### config.mk
export PLATFORM = sky130hd
export DESIGN_NAME = posit_to_fp32_pipe_flat
export DESIGN_NICKNAME = d
export VERILOG_FILES = /design/src/rtl/posit_pkg.sv /design/src/rtl/posit_to_fp32_pipe_if.sv /design/src/rtl/posit_lzc.sv /design/src/rtl/posit_to_fp32_pipe.sv /design/src/flat_wrapper.sv
export SDC_FILE = /design/constraint.sdc
export NUM_CORES = 1
export LEC_CHECK = 0
export CAP_MARGIN = 20
export CORE_ASPECT_RATIO = 1.4
export CORE_MARGIN = 2
export CORE_UTILIZATION = 35
export DETAILED_ROUTE_END_ITERATION = 16
export PLACE_DENSITY = 0.53
export REMOVE_ABC_BUFFERS = 1
export SLEW_MARGIN = 15
export SYNTH_ARGS = -nofsm -noshare
export SYNTH_HDL_FRONTEND = slang
export SYNTH_SLANG_ARGS = --single-unit
### constraint.sdc
create_clock -name clk -period 1.6 [get_ports clk]
set_input_delay 0.32 -clock clk [delete_from_list [all_inputs] [get_ports clk]]
set_output_delay 0.32 -clock clk [all_outputs]
set_load 0.005 [all_outputs]
### src/rtl/posit_pkg.sv
// rtl/posit_pkg.sv - shared constants, S1 payload type and width helper for the posit converter
//
// Purpose : common definitions imported by posit_lzc and posit_to_fp32_pipe.
// Contents: fp32 bias / quiet-NaN / mantissa width, 29-bit fraction datapath
//           width, S1 payload struct, regime run-count width function.
package posit_pkg;

    localparam int          FP32_BIAS   = 127;
    localparam logic [31:0] FP32_QNAN   = 32'h7FC0_0000;
    localparam int          FP32_MANT_W = 23;
    // Widest posit fraction (N=32, ES=0) is 29 bits; narrower fractions are
    // left-aligned in this field and zero-padded.
    localparam int          FRAC_W      = 29;

    typedef struct packed {
        logic              sign;
        logic              zero;
        logic              nar;
        logic [7:0]        scale;   // two's complement (k << ES) + e
        logic [FRAC_W-1:0] frac;    // left-aligned, zero-padded
    } s1_payload_t;

    // Bits needed to hold a run length of 0..width.
    function automatic int regime_cnt_w(input int width);
        return $clog2(width + 1);
    endfunction

endpackage

### src/rtl/posit_to_fp32_pipe_if.sv
// rtl/posit_to_fp32_pipe_if.sv - stream interface bundle for the posit to fp32 converter
//
// Purpose : groups input and output valid/ready streams.
// Ports   : in_valid/in_ready/in_posit[N-1:0]   posit input stream
//           out_valid/out_ready/out_fp32[31:0]  fp32 result stream
//           out_nar/out_inexact                 status, only with POSIT_FP_STATUS_EN
// Modports: master (producer/consumer side), slave (converter side).
interface posit_to_fp32_pipe_if #(
    parameter int N = 16
);
    logic         in_valid;
    logic         in_ready;
    logic [N-1:0] in_posit;
    logic         out_valid;
    logic         out_ready;
    logic [31:0]  out_fp32;
`ifdef POSIT_FP_STATUS_EN
    logic         out_nar;
    logic         out_inexact;

    modport master (output in_valid, in_posit, out_ready,
                    input  in_ready, out_valid, out_fp32, out_nar, out_inexact);
    modport slave  (input  in_valid, in_posit, out_ready,
                    output in_ready, out_valid, out_fp32, out_nar, out_inexact);
`else
    modport master (output in_valid, in_posit, out_ready,
                    input  in_ready, out_valid, out_fp32);
    modport slave  (input  in_valid, in_posit, out_ready,
                    output in_ready, out_valid, out_fp32);
`endif
endinterface

### src/rtl/posit_lzc.sv
// rtl/posit_lzc.sv - leading run-length counter used for posit regime decoding
//
// Purpose : counts how many leading bits equal the MSB (zeros or ones).
// Ports   : bits_i[W-1:0]  input vector
//           run_o[CW-1:0]  run length, 1..W (W when all bits are equal)
module posit_lzc import posit_pkg::*; #(
    parameter int W  = 15,
    parameter int CW = regime_cnt_w(W)
) (
    input  logic [W-1:0]  bits_i,
    output logic [CW-1:0] run_o
);

    logic done;

    always_comb begin
        run_o = CW'(W);
        done  = 1'b0;
        for (int i = W - 1; i >= 0; i--) begin
            if (!done && (bits_i[i] != bits_i[W-1])) begin
                run_o = CW'(W - 1 - i);
                done  = 1'b1;
            end
        end
    end

endmodule

### src/rtl/posit_to_fp32_pipe.sv
// rtl/posit_to_fp32_pipe.sv - two-stage pipelined posit<N,ES> to binary32 converter
//
// Purpose : S1 decodes sign/regime/exponent/fraction, S2 assembles the fp32
//           word with round-to-nearest-even. Full valid/ready backpressure.
// Ports   : clk    rising-edge clock
//           rst_n  asynchronous active-low reset
//           bus    posit_to_fp32_pipe_if.slave (in_* / out_* streams)
// Options : POSIT_FP_STATUS_EN adds registered out_nar and out_inexact.
module posit_to_fp32_pipe import posit_pkg::*; #(
    parameter int N  = 16,
    parameter int ES = 1
) (
    input  logic                 clk,
    input  logic                 rst_n,
    posit_to_fp32_pipe_if.slave  bus
);

    localparam int CW = regime_cnt_w(N - 1);

    // Every posit must land on a normal fp32 and the scale must fit 8 bits.
    if (N < 8 || N > 32 || ES < 0 || ES > 3 || ((N - 2) << ES) > 126) begin : g_bad_cfg
        $error("posit_to_fp32_pipe: illegal N=%0d ES=%0d", N, ES);
    end

    logic        s1_valid_q, s1_valid_d, s2_valid_q, s2_valid_d;
    s1_payload_t s1_q, s1_d;
    logic [31:0] fp_q, fp_d;
    logic        s1_load, s2_load;

    assign s2_load       = !s2_valid_q || bus.out_ready;
    assign s1_load       = !s1_valid_q || s2_load;
    assign bus.in_ready  = s1_load;
    assign bus.out_valid = s2_valid_q;
    assign bus.out_fp32  = fp_q;

    // ---------------- S1 decode ----------------
    logic [N-2:0]      body, shifted;
    logic [CW-1:0]     run;
    logic [7:0]        shamt, k, e_val, scale;
    logic [FRAC_W-1:0] frac;
    logic              is_zero, is_nar, unused_low;

    // Low N-1 bits of the two's complement magnitude; the top bit only matters for NaR.
    assign body = bus.in_posit[N-1] ? -bus.in_posit[N-2:0] : bus.in_posit[N-2:0];

    posit_lzc #(.W(N - 1)) u_lzc (
        .bits_i (body),
        .run_o  (run)
    );

    // Drop regime run plus terminator; exponent bits pushed off the end read as 0.
    assign shamt      = 8'(run) + 8'd1;
    assign shifted    = body << shamt;
    assign unused_low = ^shifted[1:0];
    assign k          = body[N-2] ? (8'(run) - 8'd1) : (8'd0 - 8'(run));

    always_comb begin
        e_val = 8'd0;
        for (int i = 0; i < ES; i++) begin
            e_val = {e_val[6:0], shifted[N-2-i]};
        end
    end

    assign scale   = (k << ES) + e_val;
    assign frac    = FRAC_W'(shifted[N-2-ES:2]) << (FRAC_W + 3 - N + ES);
    assign is_zero = (bus.in_posit == '0);
    assign is_nar  = (bus.in_posit == {1'b1, {(N-1){1'b0}}});

    always_comb begin
        s1_valid_d = s1_valid_q;
        s1_d       = s1_q;
        if (s1_load) begin
            s1_valid_d = bus.in_valid;
            if (bus.in_valid) begin
                s1_d.sign  = bus.in_posit[N-1];
                s1_d.zero  = is_zero;
                s1_d.nar   = is_nar;
                s1_d.scale = scale;
                s1_d.frac  = frac;
            end
        end
    end

    // ---------------- S2 assemble ----------------
    logic [FP32_MANT_W-1:0] mant;
    logic                   guard, sticky, rnd;
    logic [31:0]            arith;

    assign mant   = s1_q.frac[FRAC_W-1 -: FP32_MANT_W];
    assign guard  = s1_q.frac[FRAC_W-FP32_MANT_W-1];
    assign sticky = |s1_q.frac[FRAC_W-FP32_MANT_W-2:0];
    assign rnd    = guard && (sticky || mant[0]);
    // Mantissa carry-out ripples straight into the exponent field.
    assign arith  = {s1_q.sign, s1_q.scale + 8'(FP32_BIAS), mant} + {31'd0, rnd};

    always_comb begin
        s2_valid_d = s2_valid_q;
        fp_d       = fp_q;
        if (s2_load) begin
            s2_valid_d = s1_valid_q;
            if (s1_valid_q) begin
                fp_d = s1_q.nar ? FP32_QNAN : (s1_q.zero ? 32'h0 : arith);
            end
        end
    end

`ifdef POSIT_FP_STATUS_EN
    logic nar_q, nar_d, inexact_q, inexact_d;

    always_comb begin
        nar_d     = nar_q;
        inexact_d = inexact_q;
        if (s2_load && s1_valid_q) begin
            nar_d     = s1_q.nar;
            inexact_d = !s1_q.nar && !s1_q.zero && (guard || sticky);
        end
    end

    assign bus.out_nar     = nar_q;
    assign bus.out_inexact = inexact_q;

    always_ff @(posedge clk or negedge rst_n) begin
        if (!rst_n) begin
            nar_q     <= 1'b0;
            inexact_q <= 1'b0;
        end else begin
            nar_q     <= nar_d;
            inexact_q <= inexact_d;
        end
    end
`endif

    always_ff @(posedge clk or negedge rst_n) begin
        if (!rst_n) begin
            s1_valid_q <= 1'b0;
            s2_valid_q <= 1'b0;
            s1_q       <= '0;
            fp_q       <= 32'h0;
        end else begin
            s1_valid_q <= s1_valid_d;
            s2_valid_q <= s2_valid_d;
            s1_q       <= s1_d;
            fp_q       <= fp_d;
        end
    end

endmodule

### src/flat_wrapper.sv
// flat-port wrapper written by rule: the top's interface ports become plain ports
module posit_to_fp32_pipe_flat import posit_pkg::*;
#(
    parameter int N  = 16,
    parameter int ES = 1
)
  (clk, rst_n, bus_in_valid, bus_in_posit, bus_out_ready, bus_in_ready, bus_out_valid, bus_out_fp32);
  posit_to_fp32_pipe_if #(.N(N)) bus_i ();
  input  logic clk;
  input  logic rst_n;
  input wire logic [$bits(bus_i.in_valid)-1:0] bus_in_valid;
  input wire logic [$bits(bus_i.in_posit)-1:0] bus_in_posit;
  input wire logic [$bits(bus_i.out_ready)-1:0] bus_out_ready;
  output wire logic [$bits(bus_i.in_ready)-1:0] bus_in_ready;
  output wire logic [$bits(bus_i.out_valid)-1:0] bus_out_valid;
  output wire logic [$bits(bus_i.out_fp32)-1:0] bus_out_fp32;
  assign bus_i.in_valid = bus_in_valid;
  assign bus_i.in_posit = bus_in_posit;
  assign bus_i.out_ready = bus_out_ready;
  assign bus_in_ready = bus_i.in_ready;
  assign bus_out_valid = bus_i.out_valid;
  assign bus_out_fp32 = bus_i.out_fp32;
  posit_to_fp32_pipe #(.N(N), .ES(ES)) u_core (.clk(clk), .rst_n(rst_n), .bus(bus_i));
endmodule
Word-level counts from Yosys, hierarchy flattened
Cells that the tools add are included.
{"block": "word_totals", "out_inout_bits": 34, "word_cells": 94, "memories": 0, "romBits": 0, "regBits": 57, "input_bits": 20, "ram_bits": 0, "latchBits": 0}
{"block": "op_classes", "shifts": 1, "n_reduce_logical": 33, "order_cmp": 0, "eq_ne": 15, "n_mul": 0, "bitwise_logic": 0, "mux": 31, "addsub": 6, "div": 0}
{"op": "32-bit two-way mux", "n": 2}
{"op": "4-bit two-way mux", "n": 14}
{"op": "16-bit equality test (second input constant)", "n": 1}
{"op": "16-bit zero test", "n": 1}
{"op": "1-bit zero test", "n": 15}
{"op": "15-bit two-way mux", "n": 1}
{"op": "15-bit negation", "n": 1}
{"op": "15-bit by 8-bit left shift with 15-bit output", "n": 1}
{"op": "1-bit inequality test", "n": 14}
{"op": "1-bit logical AND", "n": 13}
{"op": "1-bit two-way mux", "n": 13}
{"op": "8-bit by 1-bit adder with 8-bit output", "n": 1}
{"op": "8-bit by 7-bit adder with 8-bit output (second input constant)", "n": 1}
{"op": "7-bit two-way mux", "n": 1}
{"op": "4-bit by 1-bit adder with 5-bit output (second input constant)", "n": 1}
{"op": "1-bit by 4-bit subtractor with 5-bit output (first input constant)", "n": 1}
{"op": "4-bit by 1-bit subtractor with 5-bit output (second input constant)", "n": 1}
{"op": "2-bit AND reduction", "n": 2}
{"op": "1-bit logical OR", "n": 2}

Logic depth before layout (Yosys ltp)
{"block": "logic_depth", "ltp_word": 46, "ltp_mapped": 19, "ltp_nobuf": 17}

Hierarchy
From an unflattened synthesis, not the netlist that was laid out.
{"block": "unflattened", "cells_unflattened": 423, "hier_area_um2": 3513.4}
{"mod": "posit_to_fp32_pipe", "cells_per_inst": 376, "instances": 1, "seq_area_each_um2": 1101.1, "area_per_inst_um2": 3214.3}
{"mod": "posit_lzc", "cells_per_inst": 47, "instances": 1, "seq_area_each_um2": 0.0, "area_per_inst_um2": 299.0}

Worst setup path before layout
Ideal clock, no wire load.
{"block": "synth_path", "path_type": "in2reg", "start": "in bus_in_posit[0]", "end": "reg u_core.s1_q, in the netlist u_core.mant[16]", "slack_ns": -3.058, "stages": 17, "setup_ns": 0.126, "t_arrival_ns": 4.532, "t_required_ns": 1.474, "n_path_buf": 2, "cell_sequence": "inv_1 > ha_1 > or4b_1 > clkbuf_1 > o41ai_2 > xnor2_1 > and4_1 > or2_2 > a221oi_2 > o21a_1 > inv_1 > ha_1 > clkbuf_1 > clkinv_1 > mux4_2 > and3_1 > a221o_1"}
{"block": "synth_via", "elab_chain_len": 45, "word_cells_on_any_way": 71, "cone_classes": "add/sub (2); eq/ne (14); shift (1); mux (28); reduce/logical (26)"}
{"element": "from (decl)", "line_no": "flat_wrapper.sv:12", "text": "input wire logic [$bits(bus_i.in_posit)-1:0] bus_in_posit;"}
{"element": "15-bit negation", "line_no": "posit_to_fp32_pipe.sv:44", "text": "assign body = bus.in_posit[N-1] ? -bus.in_posit[N-2:0] : bus.in_posit[N-2:0];"}
{"element": "15-bit two-way mux (*)", "line_no": "posit_to_fp32_pipe.sv:44"}
{"element": "1-bit inequality test", "line_no": "posit_lzc.sv:20", "text": "if (!done && (bits_i[i] != bits_i[W-1])) begin"}
{"element": "1-bit two-way mux", "line_no": "posit_lzc.sv:20"}
{"element": "1-bit zero test", "line_no": "posit_lzc.sv:20"}
{"element": "1-bit logical AND", "line_no": "posit_lzc.sv:20"}
{"element": "1-bit two-way mux", "line_no": "posit_lzc.sv:20"}
{"element": "1-bit zero test", "line_no": "posit_lzc.sv:20"}
{"element": "(+29 left out)"}
{"element": "1-bit zero test", "line_no": "posit_lzc.sv:20"}
{"element": "1-bit logical AND", "line_no": "posit_lzc.sv:20"}
{"element": "1-bit two-way mux", "line_no": "posit_lzc.sv:20"}
{"element": "1-bit zero test", "line_no": "posit_lzc.sv:20"}
{"element": "1-bit logical AND", "line_no": "posit_lzc.sv:20"}
{"element": "4-bit two-way mux", "line_no": "posit_lzc.sv:20"}
{"element": "4-bit by 1-bit adder with 5-bit output", "line_no": "posit_to_fp32_pipe.sv:52", "text": "assign shamt = 8'(run) + 8'd1;"}
{"element": "15-bit by 8-bit left shift with 15-bit output (*)", "line_no": "posit_to_fp32_pipe.sv:53", "text": "assign shifted = body << shamt;"}
{"element": "to (signal assigned)", "line_no": "posit_to_fp32_pipe.sv:137", "text": "s1_q <= '0;"}
{"element": "to (signal assigned)", "line_no": "posit_to_fp32_pipe.sv:142", "text": "s1_q <= s1_d;"}
{"element": "to (decl)", "line_no": "posit_to_fp32_pipe.sv:26", "text": "s1_payload_t s1_q, s1_d;"}
Every way passes the cells marked *; elsewhere a longest branch is shown, timed or not.
A chain may end at the register's enable or synchronous reset.

Final worst setup path
{"block": "layout_path", "start": "in bus_in_posit[5]", "end": "reg u_core.s1_q, in the netlist u_core.mant[21]"}
Same word-level chain as after synthesis.

==> impl_metrics.env <==
export IMPL_place_area_um2=4990
export IMPL_timing_final_crit_share=2.47
export IMPL_setup_worst_path_start="bus_in_posit[5]"
export IMPL_finalSetupViolCount=20
export IMPL_core_area_um2=10000
export IMPL_finalNonFillerCells=723
export IMPL_crit_end="u_core.mant[21]"
export IMPL_cts_made_buffers=5
export IMPL_drt_wl_total_mm=11.5
export IMPL_yosysWarnings=0
export IMPL_fin_setup_tns_ns=-38.34
export IMPL_grt_pass1_vias=3703
export IMPL_die_h_um=124
export IMPL_ys_seq_area_frac=0.305
export IMPL_yosysUniqueCellTypes=76
export IMPL_max_slew_margin=0.637
export IMPL_clock_sinks=44
export IMPL_cts_clk_slew_worst_paths_ns=0.06
export IMPL_routed_via_count=3757
export IMPL_clock_path_buffers=2
export IMPL_violations="hold timing, setup timing"
export IMPL_critical_path_class="in -> reg"
export IMPL_placementRows=43
export IMPL_worst_pin_slew_ns=0.529
export IMPL_crit_required_ns=1.76
export IMPL_drive_above_1_share=0.454
export IMPL_post_drt_wl_per_cell_um=15.9
export IMPL_p_leak_uw=0.00263
export IMPL_status="finished, violations left"
export IMPL_end_kind="flop"
export IMPL_final_cell_area_um2=6010
export IMPL_worst_slack_ns=-2.35
export IMPL_fp_dieW_um=89.9
export IMPL_io_buffers=42
export IMPL_final_cell_mix="buf_4, nand2_1, dfrtp_1"
export IMPL_cp_start_kind="input pin"
export IMPL_antenna_found_initial=0
export IMPL_grt_util_all_layers=0.201
export IMPL_drt_iter0_markers=91
export IMPL_post_route_drc_count=0
export IMPL_grt_pass1_wl_mm=18.2
export IMPL_post_place_ws_ns=-3.26
export IMPL_yosys_area_share_adder=0.0173
export IMPL_cts_tree="done"
export IMPL_fin_skew_ns=0.00525
export IMPL_syn_area_per_cell_um2=8.93
export IMPL_maxCapViolations=0
export IMPL_die_area_um2=11200
export IMPL_diodes=0
export IMPL_dp_cells=680
export IMPL_start_util=0.361
export IMPL_gp_congestion=0.927
export IMPL_synth_cells=405
export IMPL_irDropWorstVdd_mv=0.455
export IMPL_r2r_cells=6
export IMPL_insertion_delay_ns=0.29
export IMPL_vias_per_cell=5.20
export IMPL_hold_viol=10
export IMPL_syn2layout_area_growth_pct=66.4
export IMPL_synthArstFlopShare=1.00
export IMPL_r2r_end="u_core.mant[18]"
export IMPL_synth_compound_area_share=0.255
export IMPL_ioPinCount=54
export IMPL_synth_simple_gate_area_share=0.205
export IMPL_cp_max_fo=5
export IMPL_dp_hpwl_mm=8.55
export IMPL_synth_edf_count=0
export IMPL_max_freq_ghz=0.253
export IMPL_cts_root_buf="clkbuf_16"
export IMPL_synthMuxAreaShare=0.0789
export IMPL_r2r_slack_ns=-0.03
export IMPL_synth_xor_area_frac=0.0786
export IMPL_yosys_most_used_dff="dfrtp_1"
export IMPL_min_period_ns=3.95
export IMPL_ant_nets=0
export IMPL_grt_ovfl_total=0
export IMPL_crit_reg2reg_launch="u_core.bus.out_valid"
export IMPL_layout_commonest_cell="buf_4"
export IMPL_synth_top_family_by_area="compound AO/OA/AOI/OAI gates"
export IMPL_layout_nets=612
export IMPL_hold_class="in -> async"
export IMPL_cts_max_level=2
export IMPL_synth_seq_cells=44
export IMPL_grt_setup_unrepaired="yes"
export IMPL_slew_violations=0
export IMPL_grt_max_degree=45
export IMPL_dr_pass1_iters=4
export IMPL_arrival_ns=4.11
export IMPL_p_per_area_nw_per_um2=1040
export IMPL_hold_ws_ns=-0.00228
export IMPL_syn_cell_area_um2=3610
## per-layer routing
metal | part of all wire | vias to the layer above | track usage
met5 | 0 | - | 0
met4 | 0.049 | 0 | 0.0896
met3 | 0.023 | 37 | 0.0151
met2 | 0.57 | 90 | 0.402
met1 | 0.36 | 1786 | 0.209
li1 | - | 1844 | -
## registers in the layout (all words and copies together), names as in the netlist
name and cells:
u_core.bus.out_fp32 21, u_core.bus.out_valid 1, u_core.mant 12, u_core.s1_q 9, u_core.s1_valid_q 1
## per-stage QoR
| step | utilization | total power [uW] | hold slack, ns |
|---|---|---|---|
| 3_5_place_dp | 0.499 | 4610 | 0.312 |
| 4_1_cts | 0.576 | 6030 | 0.00489 |
| 3_3_place_gp | 0.499 | 4540 | 0.314 |
| 2_1_floorplan | - | 3220 | 0.0244 |
| 6_report | 0.601 | 6280 | -0.00228 |
| 5_1_grt | 0.601 | 6700 | 0.00982 |
## area by class of cell
class	instances	area, um2
fill	899	3990
multi-input combinational	331	2820
timing repair buffer	196	1730
sequential	44	1100
tap	135	169
clock buffer	6	139
inverter	9	51.3
clock inverter	2	10.0
## where the power goes
part / internal (uW) / switching (uW)
Clock: 615 / 405
Combinational: 1930 / 1570
Sequential: 1510 / 252
Total: 4050 / 2220
## worst min path at each step
| stage | endpoint | slack [ns] |
|---|---|---|
| after global routing | u_core.bus.out_fp32[30] | 0.01 |
| after floorplan | u_core.bus.out_fp32[11] | 0.02 |
| after CTS | u_core.bus.out_fp32[30] | 0.005 |
| final | u_core.bus.out_fp32[30] | -0.002 |
| after detailed placement | u_core.bus.out_fp32[28] | 0.31 |
| after global placement | u_core.bus.out_fp32[28] | 0.31 |
## timing repair
action,4_1_cts,5_1_grt
hold buffers,0,0
setup endpoints to repair,21,22
setup buffers,29,14
gates resized for setup,116,67
pin swaps,39,36
gates cloned,1,1
## cell families (layout without fill, tap and decap cells)
group                    count (synthesis)  in the layout
buffers and inverters                   41            213
XOR/XNOR                                29             30
flip-flops                              44             44
other                                    1             11
adder cells (fa/ha/maj)                  5              5
AND/OR/NAND/NOR                        145            145
AO/OA/AOI/OAI                          124            124
multiplexers                            16             16
## cell usage after synthesis (2+ instances only)
cell,n,area [um2]
o211ai_1,5,37.5
nand4b_1,2,17.5
xnor2_1,16,140
a211oi_1,3,22.5
clkbuf_1,15,56.3
a41oi_1,2,17.5
buf_4,13,97.6
o41ai_1,2,17.5
o21a_1,4,30.0
a32o_1,2,20.0
a21oi_1,23,115
a22o_1,2,17.5
nand4_1,5,31.3
inv_1,7,26.3
buf_1,2,7.51
a32oi_1,4,35.0
o31ai_1,5,37.5
nor4_1,7,43.8
and3_1,3,18.8
a221oi_2,2,30.0
o21ai_0,41,205
or4_1,2,15.0
mux4_2,10,225
o41ai_2,2,32.5
ha_1,5,62.6
xor2_2,2,32.5
mux2i_1,6,60.1
a2111oi_0,2,17.5
or2_2,5,31.3
and2_1,3,18.8
o21ai_1,4,20.0
xnor2_2,2,32.5
a2bb2oi_1,3,26.3
nor3_1,5,25.0
dfrtp_1,44,1100
nand2_1,60,225
or3_1,3,18.8
xor2_1,9,78.8
nor2_1,23,86.3
a311oi_1,2,17.5
nand3_1,5,25.0
nor3_2,2,20.0
nand2b_1,8,50.1
## worst max-delay path: stages
cell	delay, ns
buf_6	0.09
or4_4	0.54
buf_4	0.16
buf_6	0.10
buf_6	0.10
o31ai_1	0.26
xnor2_1	0.18
buf_4	0.19
a32o_2	0.28
a221oi_2	0.29
o21a_1	0.21
buf_6	0.11
inv_4	0.03
ha_4	0.30
buf_6	0.11
mux4_2	0.48
a32oi_1	0.23
nand3_1	0.10
Power figures use the tool's default switching activity.
